--- src/rtl/sargantana_icache_refill_ctrl.sv ---
// sargantana_icache_refill_ctrl: icache miss refill from L2 into a victim way; ICACHE_REFILL_BYPASS_EN adds a same-cycle line bypass
module sargantana_icache_refill_ctrl #(
  parameter int N_WAY  = 4,
  parameter int LINE_W = 256,
  parameter int BEAT_W = 64,
  parameter int IDX_W  = 7
) (
  input  logic              clk_i,
  input  logic              rstn_i,
  input  logic              miss_valid_i,
  output logic              miss_ready_o,
  input  logic [IDX_W-1:0]  miss_idx_i,
  input  logic [N_WAY-1:0]  way_valid_i,
  input  logic              flush_i,
  output logic              l2_req_valid_o,
  input  logic              l2_req_ready_i,
  output logic [IDX_W-1:0]  l2_req_idx_o,
  input  logic              l2_beat_valid_i,
  input  logic [BEAT_W-1:0] l2_beat_data_i,
  output logic [N_WAY-1:0]  mem_req_o,
  output logic              mem_we_o,
  output logic [IDX_W-1:0]  mem_addr_o,
  output logic [LINE_W-1:0] mem_data_o,
  output logic              refill_done_o,
  output logic [N_WAY-1:0]  refill_way_o
`ifdef ICACHE_REFILL_BYPASS_EN
  ,
  output logic              bypass_valid_o,
  output logic [LINE_W-1:0] bypass_line_o
`endif
);
  localparam int BEATS = LINE_W / BEAT_W;
  localparam int CW = BEATS > 1 ? $clog2(BEATS) : 1;
  typedef enum logic [2:0] {IDLE, REQ, FILL, WRITE, DRAIN} state_t;
  state_t state_q, state_d;
  logic [IDX_W-1:0] idx_q, idx_d;
  logic [N_WAY-1:0] victim_q, victim_d, rr_q, rr_d, free_way;
  logic use_rr_q, use_rr_d;
  logic [CW-1:0] cnt_q, cnt_d;
  logic [LINE_W-1:0] buf_q, buf_d;
  logic last_beat;
  assign free_way = ~way_valid_i & (way_valid_i + N_WAY'(1));
  assign last_beat = l2_beat_valid_i && cnt_q == CW'(BEATS - 1);
  assign l2_req_idx_o = idx_q;
  assign mem_addr_o = idx_q;
  assign mem_data_o = buf_q;
`ifdef ICACHE_REFILL_BYPASS_EN
  assign bypass_valid_o = state_q == WRITE && !flush_i;
  assign bypass_line_o = buf_q;
`endif
  // State, index, victim, round-robin pointer, beat counter and line buffer
  always_ff @(posedge clk_i or negedge rstn_i) begin
    if (!rstn_i) begin
      state_q  <= IDLE;
      idx_q    <= '0;
      victim_q <= '0;
      use_rr_q <= 1'b0;
      rr_q     <= N_WAY'(1);
      cnt_q    <= '0;
      buf_q    <= '0;
    end else begin
      state_q  <= state_d;
      idx_q    <= idx_d;
      victim_q <= victim_d;
      use_rr_q <= use_rr_d;
      rr_q     <= rr_d;
      cnt_q    <= cnt_d;
      buf_q    <= buf_d;
    end
  end
  // Next state and outputs; a flushed beat is counted but never stored
  always_comb begin
    state_d        = state_q;
    idx_d          = idx_q;
    victim_d       = victim_q;
    use_rr_d       = use_rr_q;
    rr_d           = rr_q;
    cnt_d          = cnt_q;
    buf_d          = buf_q;
    miss_ready_o   = 1'b0;
    l2_req_valid_o = 1'b0;
    mem_req_o      = '0;
    mem_we_o       = 1'b0;
    refill_done_o  = 1'b0;
    refill_way_o   = '0;
    case (state_q)
      IDLE: begin
        miss_ready_o = 1'b1;
        if (miss_valid_i) begin
          idx_d    = miss_idx_i;
          use_rr_d = ~|free_way;
          victim_d = |free_way ? free_way : rr_q;
          state_d  = REQ;
        end
      end
      REQ: begin
        l2_req_valid_o = 1'b1;
        cnt_d   = l2_req_ready_i ? '0 : cnt_q;
        state_d = l2_req_ready_i ? (flush_i ? DRAIN : FILL) : (flush_i ? IDLE : REQ);
      end
      FILL: begin
        if (l2_beat_valid_i) begin
          cnt_d = cnt_q + CW'(1);
          if (!flush_i) buf_d[int'(cnt_q)*BEAT_W +: BEAT_W] = l2_beat_data_i;
        end
        state_d = flush_i ? (last_beat ? IDLE : DRAIN) : (last_beat ? WRITE : FILL);
      end
      WRITE: begin
        mem_req_o     = victim_q;
        mem_we_o      = 1'b1;
        refill_done_o = 1'b1;
        refill_way_o  = victim_q;
        rr_d    = use_rr_q ? ((rr_q << 1) | (rr_q >> (N_WAY - 1))) : rr_q;
        state_d = IDLE;
      end
      DRAIN: begin
        cnt_d   = l2_beat_valid_i ? cnt_q + CW'(1) : cnt_q;
        state_d = last_beat ? IDLE : DRAIN;
      end
      default: state_d = IDLE;
    endcase
  end
endmodule

--- config.mk ---
export PLATFORM = sky130hd
export DESIGN_NAME = sargantana_icache_refill_ctrl
export DESIGN_NICKNAME = d
export VERILOG_FILES = /design/src/rtl/sargantana_icache_refill_ctrl.sv
export SDC_FILE = /design/constraint.sdc
export NUM_CORES = 1
export LEC_CHECK = 0
export ABC_AREA = 1
export CAP_MARGIN = 25
export CORE_MARGIN = 1
export CORE_UTILIZATION = 51
export CTS_CLUSTER_SIZE = 14
export DETAILED_ROUTE_END_ITERATION = 8
export GPL_TIMING_DRIVEN = 1
export PLACE_DENSITY = 0.89
export SKIP_CTS_REPAIR_TIMING = 1
export SLEW_MARGIN = 20
export SYNTH_ARGS = -nofsm -noshare
export SYNTH_HDL_FRONTEND = slang
export SYNTH_SLANG_ARGS = --single-unit
--- constraint.sdc ---
create_clock -name clk_i -period 4.1 [get_ports clk_i]
set_input_delay 0.41 -clock clk_i [delete_from_list [all_inputs] [get_ports clk_i]]
set_output_delay 0.41 -clock clk_i [all_outputs]
set_load 0.02 [all_outputs]
Yosys cells after proc, flatten, opt, wreduce, memory -nomap -nowiden. Cells that the tools add are included.

Shifts and indexed selects: 2. Add/sub/neg operators: 3. Bitwise logic cells: 4. Equal/unequal tests: 8. Reduce and logical (&&, ||, !) cells: 10. Multiplexer cells: 17.

Operators by type and width (number): $bwmux 256 (1); $shift 64x33->256 const A (1); $shiftx 64x33->256 (1); $neg 8->33 (1); $mux 3 (5); $pmux 3 s4 (1); $mux 4 (2); $eq 3x2->1 const B (2); $reduce_and 3->1 (2); $mux 1 (5); $add 4x1->4 const B (1); $and 4x4->4 (1); $mux 2 (2); $ne 2x2->1 const B (2); $not 4->4 (1); $or 4x1->4 (1); $pmux 2 s2 (1); $reduce_and 2->1 (2); $reduce_or 4->1 (1); $eq 3x1->1 const B (1); $eq 3x3->1 const B (1); $logic_not 3->1 (1); $add 2x1->2 const B (1); $eq 2x2->1 const B (1); 6 further kinds (6).

Flip-flop bits (word level): 277. Output and inout bits: 282.

Depth between registers and ports, before layout.
Depth in word-level cells: 5. Depth in mapped cells: 11. Mapped depth without buffers: 7.

Worst setup path after synthesis. Ideal clock, no wire load.

Kind: register to output. From: register state_q[0]. To: output refill_way_o[0]. Slack: 1785 ps. Stages on the path, launching flop included: 6. Arrival time: 1905 ps. Cells stage by stage: dfrtp_1 -> inv_1 -> nor3_1 -> inv_1 -> nor2_1 -> buf_4.

Cells in the longest elaborated chain, start to end: 2.

RTL lines: start, declared (RTL line 35) `state_t state_q, state_d;`; start signal, assigned (RTL line 62) `state_q <= state_d;`; $eq 3x2->1; $mux 4; end, declared (RTL line 25) `output logic [N_WAY-1:0] refill_way_o`.

Every way passes these cells.

Worst setup path in the final report.
From: register state_q[0]. To: output mem_req_o[1].

Cells in the longest elaborated chain, start to end: 2.

RTL lines: $eq 3x2->1 (RTL line 86) `case (state_q)`; $mux 4 (RTL line 86); end, declared (RTL line 20) `output logic [N_WAY-1:0] mem_req_o,`.

Every way passes these cells.

==> summary.txt <==
Setup path
  • Slowest-stage cell, CP: clkdlybuf4s50_1
  • Total stage count of the critical path: 5
  • Crit-path max FO: 5
  • Setup crit start kind: flip-flop
  • Crit path max-delay family: buffers and inverters
  • Critical path buffer and inverter count: 3
  • Crit path required time: 3.69 ns
  • Most frequent CP cell: inv_1
  • Worst R2R Path Depth: 5
  • Reg-to-Reg End: mem_data_o[180]
  • Critical Path Max Stage Delay: 0.65 ns
  • Worst Path Arrival: 2.65 ns
  • Reg-to-reg critical path startpoint: cnt_q[0]
  • CP Cell Sequence: inv_1 > nor3_1 > inv_1 > nor2_1 > clkdlybuf4s50_1
  • CP endpoint kind: output pin
  • Crit Path Class: flip-flop to output pin
  • Slack of the worst reg-to-reg path: 1.19 ns

Floorplanning
  • Num rows: 56
  • Top Ports: 363
  • Starting Density: 52.1%
  • Die area: 24700 sq um
  • Core area: 23500 sq um
  • Die Y-Extent: 157 um
  • Chip width: 157 um

Timing
  • Setup tns final: 0 ns
  • Fmax: 0.327 GHz
  • Final setup fails: 0
  • Pins Over Slew Limit: 0
  • Relative slew slack: 34.3%
  • Fin crit share: 74.5%
  • Worst setup margin: 1.04 ns
  • Setup Skew: 0.00987 ns
  • Tmin final: 3.06 ns
  • Worst Hold Slack: -0.0267 ns
  • Least-Margin Pin Slew: 0.986 ns
  • Final Hold Fails: 9
  • RSZ-0062 raised after global routing: false

Yosys
  • Synthesized area: 12300 sq um
  • Largest area contributor in the netlist: dfrtp_1
  • Seq/Total Area, Yosys: 56.6%
  • Yosys cell types: 20
  • Syn. warnings: 0
  • Yosys top cell area share: 56.4%
  • Largest cells by area after synthesis: dfrtp_1 (56%), nand2_1 (17%), nand4_1 (6.7%), o21ai_0 (5.2%), nor2_1 (4.3%)
  • Synth Instances: 1502
  • Ys flop type: dfrtp_1
  • Post-synth EDFFs: 0
  • Synth Net Count: 1588
  • Post-Syn Area per Cell: 8.16 sq um
  • FFs w/ async S/R, synth: 100%
  • Synthesized flop and latch total: 277

Power and ir drop
  • Pwr per Cell Area: 579 nW/um^2
  • Peak supply drop: 0.609 mV
  • P_leak: 7.81 nW

CTS
  • CTS max path bufs: 3
  • CTS root buffer: clkbuf_16
  • H-Tree Depth: 1
  • CTS tree: built
  • Sink Count: 277
  • Num CTS Buffers: 29
  • Clock Latency Late Sink: 0.55 ns
  • CTS clk-pin slew, worst paths: 0.06 ns

Final layout
  • Util after Layout: 71.5%
  • Synthesis-to-finish area growth: 37.4%
  • Final #Nets: 1862
  • Final Cell Area: 16800 sq um
  • Layout Cells excl Fill: 2116
  • Commonest non-fill, non-tap cell in the layout: nand2_1
  • Antenna diodes: 0
  • Most frequent cells in the layout: nand2_1 (564), clkdlybuf4s50_1 (361), dfrtp_1 (275)
  • Layout cell share with drive strength beyond 1: 4.23%
  • Fillers: 1683

Detailed routing
  • Detailed Route Iter0 Violations: 1064
  • Via Count: 12000
  • DRC violations left: 0
  • Antenna viol nets, final: 0
  • Wirelength per Cell: 18.8 um
  • Final WL: 39800 um
  • Via density: 5.69
  • Drt pass-1 iters: 6

GRT
  • Total GRT Usage: 31.9%
  • Initial antenna violation count: 1
  • Largest net degree at the start of global routing: 131
  • First-pass GRT wire length: 62200 um
  • Grt ovf: 0
  • Number of global-route vias before repair: 11500

Place
  • Placed Cells incl. Taps: 2063
  • Dpl cell area: 15900 sq um
  • PortBufs: 362
  • Pre-CTS WS: 1.27 ns
  • GPL Wtd Cong: 0.915
  • Post-DP HPWL: 25100 um

Worst hold path
  • Type of the most critical hold path: input pin to async pin

Run status
  • Status: finished, violations left
  • Failing checks: negative hold slack

Run
  • Max_cap viols: 0
flip-flops by register name, summed over array words and instances (netlist names):
| register | count |
|---|---|
| l2_req_idx_o | 7 |
| victim_q | 4 |
| mem_data_o | 256 |
| state_q | 3 |
| rr_q | 4 |
| cnt_q | 2 |
| use_rr_q | 1 |
worst max-delay path by stage:
stage                     from         endpoint  slack, ns
detailed placement    cnt_q[0]  mem_data_o[174]       1.27
finish              state_q[0]     mem_req_o[1]       1.04
floorplan           state_q[0]  refill_way_o[0]       1.78
CTS                 state_q[0]     mem_req_o[1]       1.03
global route        state_q[0]     mem_req_o[1]       0.89
global placement      cnt_q[0]  mem_data_o[184]       1.39
area by class of cell:
| class | count | area [sq um] | area share, % |
|---|---|---|---|
| clock inverter | 8 | 50.0 | 0.297 |
| timing repair buffer | 382 | 3850 | 22.9 |
| tap | 319 | 399 | 2.37 |
| multi-input combinational | 1059 | 4660 | 27.7 |
| clock buffer | 44 | 832 | 4.94 |
| inverter | 27 | 109 | 0.647 |
| sequential | 277 | 6930 | 41.2 |
power by group:
part	switching (mW)	total [mW]	leakage (nW)	internal, mW
clock network	1.08	2.47	0.439	1.40
registers	0.280	3.35	3.81	3.07
logic	2.70	3.93	3.57	1.23
total	4.06	9.75	7.81	5.69
cell families after synthesis:
family | Yosys count | share of synthesized area, %
AOI/OAI and AO/OA | 145 | 5.95
adders and majority gates | 5 | 0.510
buffers and inverters | 166 | 5.64
DFF | 277 | 56.6
and+or+nand+nor | 909 | 31.3
synth_stat cells, types with 2 or more instances:
| cell | instances |
|---|---|
| nand2_1 | 567 |
| dfrtp_1 | 276 |
| nor2_1 | 140 |
| nand4_1 | 131 |
| o21ai_0 | 128 |
| clkbuf_1 | 92 |
| nand3_1 | 69 |
| inv_1 | 25 |
| buf_2 | 18 |
| buf_1 | 17 |
| buf_4 | 12 |
| o21ai_1 | 11 |
| ha_1 | 5 |
| a21oi_1 | 4 |
| inv_2 | 2 |
metal layers:
layer,vias to the layer above,share of wire [%],GRT usage (%)
met1,5641,38,41.7
met3,134,10,6.33
met5,-,0,0
met2,815,47,50.7
li1,5444,-,-
met4,0,4.6,16.5
per-stage QoR:
stage          hold slack, ns  power [mW]
6_report              -0.0267        9.75
5_1_grt                0.0707        10.2
4_1_cts                0.0218        9.70
3_5_place_dp            0.458        7.22
3_3_place_gp            0.455        7.08
2_1_floorplan           0.114        5.68
No activity file was read; power rests on OpenSTA's default activity.
